## config.mk

```make
export PLATFORM = sky130hd
export DESIGN_NAME = tt_sat_counter
export DESIGN_NICKNAME = d
export VERILOG_FILES = /design/src/rtl/tt_sat_counter.sv
export SDC_FILE = /design/constraint.sdc
export NUM_CORES = 1
export LEC_CHECK = 0
export BUFFER_PORTS_ARGS = -buffer_cell sky130_fd_sc_hd__buf_2
export CORE_MARGIN = 1.5
export CORE_UTILIZATION = 30
export CTS_CLUSTER_DIAMETER = 120
export DETAILED_ROUTE_END_ITERATION = 16
export GPL_ROUTABILITY_DRIVEN = 0
export HOLD_SLACK_MARGIN = 0.08
export PLACE_DENSITY = 0.53
export SYNTH_ARGS = -nofsm -noshare
export SYNTH_HDL_FRONTEND = slang
export SYNTH_SLANG_ARGS = --single-unit
```

## constraint.sdc

```tcl
create_clock -name clk -period 1.6 [get_ports clk]
set_input_delay 0.32 -clock clk [delete_from_list [all_inputs] [get_ports clk]]
set_output_delay 0.32 -clock clk [all_outputs]
set_load 0.01 [all_outputs]
```

## src/rtl/tt_sat_counter.sv

```systemverilog
// Saturating up-counter with synchronous clear; clear has priority over increment.
module tt_sat_counter #(
    parameter int W = 8
) (
    input  logic         clk,
    input  logic         rst_n,
    input  logic         clr,
    input  logic         inc,
    output logic [W-1:0] q
);

    logic [W-1:0] q_r;

    // Count register: holds at all-ones instead of wrapping.
    always_ff @(posedge clk or negedge rst_n) begin
        if (!rst_n) begin
            q_r <= {W{1'b0}};
        end else if (clr) begin
            q_r <= {W{1'b0}};
        end else if (inc && (q_r != {W{1'b1}})) begin
            q_r <= q_r + {{(W-1){1'b0}}, 1'b1};
        end else begin
            q_r <= q_r;
        end
    end

    assign q = q_r;

endmodule

```

-- Word-level counts from Yosys, hierarchy flattened
Cells that the tools add are included.
- bits in registers: 8
- bits of input ports: 4
- reductions and logical operators: 2
- multiplexer cells: 2
- add/sub/neg operators: 1
- equality and inequality tests: 1
- operator list (cell ; number):
    8-bit two-way mux ; 2
    8-bit by 1-bit adder with 8-bit output, second input constant ; 1
    8-bit != test, second input constant ; 1
    2-bit nonzero test ; 1
    1-bit logical AND ; 1

-- Depth between registers and ports, before layout
- depth after elaboration: 4
- depth in mapped cells: 4
- mapped depth without buffers: 4

-- Worst setup path before layout
Ideal clock, no wire load.
- kind: register to register
- start point: register q_r[0], in the netlist q[0]
- end point: register q_r[0], in the netlist q[0]
- slack: -0.034 ns
- data required time: 1.475 ns
- path buffers: 0
- cell stages (with the launch flop): 5
- data arrival time: 1.509 ns
- period minus slack after synthesis: 1.634 ns
- path through: dfrtp_1 -> ha_1 -> and4_2 -> a21boi_1 -> mux2_2
- cells in the longest elaborated chain, start to end: 3
- elaborated cells on any way between the ends: 6
- those cells by class: add/sub (1); eq/ne (1); mux (2); reduce/logical (2)
- ends and longest elaborated chain (item ; line ; text):
    start, declared ; 12 ; logic [W-1:0] q_r;
    start signal, assigned ; 17 ; q_r <= {W{1'b0}};
    start signal, assigned ; 19 ; q_r <= {W{1'b0}};
    start signal, assigned ; 21 ; q_r <= q_r + {{(W-1){1'b0}}, 1'b1};
    8-bit by 1-bit adder with 8-bit output or 8-bit != test (tied branches) ; 21, 20 ;
    8-bit two-way mux or 1-bit logical AND (tied branches) ; 20 ; end else if (inc && (q_r != {W{1'b1}})) begin
    8-bit two-way mux or 2-bit nonzero test (tied branches) ; -- ;
Parallel ways exist; a longest one is shown, timed or not. The select of a mux whose other input is x is not followed.
A chain may end at the register's enable or synchronous reset.

-- Final worst setup path
Ends and elaborated chain as after synthesis.

==> flow_metrics.env <==
export IMPL_min_path_cells=2
export IMPL_synth_area_um2=464
export IMPL_synth_edf_count=0
export IMPL_die_area_um2=1790
export IMPL_yosys_area_top_type="dfrtp_1"
export IMPL_setup_violations=0
export IMPL_crit_arrival_ns=1.62
export IMPL_synth_flop_cell="dfrtp_1"
export IMPL_clk_latency_ns=0.26
export IMPL_clk_pin_slew_ns=0.06
export IMPL_antenna_found_initial=0
export IMPL_max_freq_ghz=0.678
export IMPL_track_usage=0.135
export IMPL_p_leak_uw=0.000275
export IMPL_fin_tns_setup_ns=0
export IMPL_worstHoldStart="clr"
export IMPL_synthToLayoutAreaGrowth_pct=27.0
export IMPL_worstPathMaxFanout=5
export IMPL_ant_nets=0
export IMPL_cts_num_sinks=8
export IMPL_wire_per_inst_um=12.3
export IMPL_r2r_cells=4
export IMPL_worstPathCellList="ha_1, and4_2, a21boi_2, mux2_2"
export IMPL_yosys_warnings=0
export IMPL_final_nets=72
export IMPL_avgSynthCellArea_um2=9.47
export IMPL_synth_top_family_by_area="simple AND/OR/NAND/NOR gates"
export IMPL_synth_most_common_cell="dfrtp_1"
export IMPL_synth_cell_types=28
export IMPL_tritoncts="done"
export IMPL_root_buffer="clkbuf_4"
export IMPL_ys_ff_latch=8
export IMPL_dpl_cell_area_um2=557
export IMPL_synth_seq_area_share=0.431
export IMPL_worstPathRequired_ns=1.75
export IMPL_grt_overflow=0
export IMPL_hold_class="input pin to flip-flop"
export IMPL_slowest_delay_ns=0.38
export IMPL_synth_mux_area_frac=0.0701
export IMPL_portBuffers=11
export IMPL_wirelength_mm=1.00
export IMPL_cts_buffer_depth=2
export IMPL_reg2reg_to="q[0]"
export IMPL_synthTopCellsByArea="dfrtp_1 (43%), mux2_2 (4.9%), nor3_1 (4.3%), nand2b_1 (4.0%), nor2b_1 (4.0%)"
export IMPL_clock_skew_ns=0.00568
export IMPL_crit_path_top_delay_cell="dfrtp_1"
export IMPL_antenna_cells=0
export IMPL_fp_dieW_um=42.3
export IMPL_synthArstFlopShare=1.00
export IMPL_power_density_nw_per_um2=714
export IMPL_nFillCells=176
export IMPL_hold_viol=0
export IMPL_final_layout_size_suffix_gt1_frac=0.338
export IMPL_run_status="complete, no violations"
export IMPL_synth_fp_nets=54
export IMPL_synth_xor_area_share=0
export IMPL_core_area_um2=1470
export IMPL_worst_hold_path_endpoint="q[7]"
export IMPL_ios=12
export IMPL_synth_cells=49
export IMPL_vdd_ir_drop_max_v=0.000300
export IMPL_path_class="flip-flop to flip-flop"
export IMPL_die_y_um=42.3
export IMPL_path_buf_inv=0
export IMPL_max_cap_violations=0
export IMPL_dr_total_vias=431
export IMPL_dr_pass1_iters=4
export IMPL_grt_pass1_vias=385
export IMPL_max_slew_margin_rel=0.738
export IMPL_holdWs_ns=0.364
export IMPL_grt_pass1_wl_mm=1.72
export IMPL_design_area_um2=589
export IMPL_synth_commonest_cells="dfrtp_1 (8), nor3_1 (4), a21oi_1 (3), nand2b_1 (3), nor2b_1 (3)"
export IMPL_cp_top_family="flip-flops"
export IMPL_fin_crit_sh=0.922
export IMPL_r2r_start="q[0]"
export IMPL_route_detailed_drc=0
export IMPL_numCtsBuffers=3
export IMPL_grt_max_degree=12
export IMPL_synth_top_area_frac=0.431
export IMPL_synthSimpleGateAreaFrac=0.310
export IMPL_critPathCaptureType="flip-flop"
export IMPL_drv_slew=0
export IMPL_rsz0062_at_grt="false"
export IMPL_cts_setup_buffers=0
export IMPL_post_drt_via_cell_ratio=5.32
export IMPL_worst_pin_slew_ns=0.383
export IMPL_critPathLaunchType="flip-flop"
export IMPL_rows=14
export IMPL_cts_htree_levels=1
export IMPL_largest_reg_flops=8
export IMPL_reg2reg_slack_ns=0.12
export IMPL_synth_fa_ha_area_frac=0.0270
export IMPL_synth_compound_area_frac=0.127
export IMPL_initial_core_util=0.315
export IMPL_post_route_min_period_ns=1.48
export IMPL_drt_initial_drc_count=6
-- per-stage QoR --
stage	setup WS, ns	cells	util	power, uW
finish	0.124	81	0.401	421
global route	0.0539	81	0.401	451
CTS	0.118	81	0.401	431
detailed placement	0.126	77	0.378	264
global placement	0.150	77	0.378	265
floorplan	0.00809	49	-	240
-- what timing repair did --
item | in CTS | in global routing
setup endpoints to repair | 0 | 0
hold buffers | 1 | 0
gates resized for setup | 0 | 0
endpoints found under the hold margin | 8 | 0
-- where the power goes --
part | internal (uW) | switching, uW
logic | 23.9 | 27.4
registers | 207 | 3.11
clock network | 86.1 | 72.9
-- kinds of logic (layout without fill, tap and decap cells) --
kind of cell,count (synthesis),count (layout)
buffers and inverters,4,20
AND/OR/NAND/NOR,24,24
flip-flops,8,8
multiplexers,3,3
adder cells (fa/ha/maj),1,1
AO/OA/AOI/OAI,9,9
-- worst max-delay path by stage --
stage / from / to / slack (ns) / cells past startpoint
after CTS: q[0] / q[0] / 0.12 / 4
final: q[0] / q[0] / 0.12 / 4
after detailed placement: q[0] / q[0] / 0.13 / 4
after floorplan: q[0] / q[0] / 0.008 / 4
after global routing: q[0] / q[0] / 0.05 / 4
after global placement: q[0] / q[0] / 0.15 / 4
-- cell usage in the layout, fill, tap and decap left out, types with 2 or more instances in the layout --
cell | synthesis | layout
buf_4 | 0 | 3
inv_1 | 2 | 2
nand2_1 | 2 | 2
nand2b_1 | 3 | 3
nand3_1 | 2 | 2
buf_2 | 1 | 11
nor2b_1 | 3 | 3
mux2_2 | 2 | 2
dfrtp_1 | 8 | 8
nor2_1 | 2 | 2
nor3_1 | 4 | 4
a21oi_1 | 3 | 3
clkbuf_4 | 0 | 3
-- per-layer routing --
metal,up-vias,global-route usage,wire length [um]
li1,217,-,-
met1,199,0.176,454
met3,4,0.0259,47
met2,11,0.191,473
met4,0,0.113,25
met5,-,0,0
-- worst reg2reg max path, delay by kind of cell (launching register included) --
kind                       cells  cell delay (ns)
adders and majority gates      1             0.21
AOI/OAI and AO/OA              1             0.17
muxes                          1             0.34
and+or+nand+nor                1             0.26
DFF                            1             0.38
-- final cells by class --
type,count,area (um2),share of cell area
Sequential cell,8,200,0.340
Timing Repair Buffer,15,87.6,0.149
Multi-Input combinational cell,37,251,0.427
Inverter,2,7.51,0.0127
Tap cell,16,20.0,0.0340
Clock buffer,3,22.5,0.0382
No activity file was read; power rests on OpenSTA's default activity.
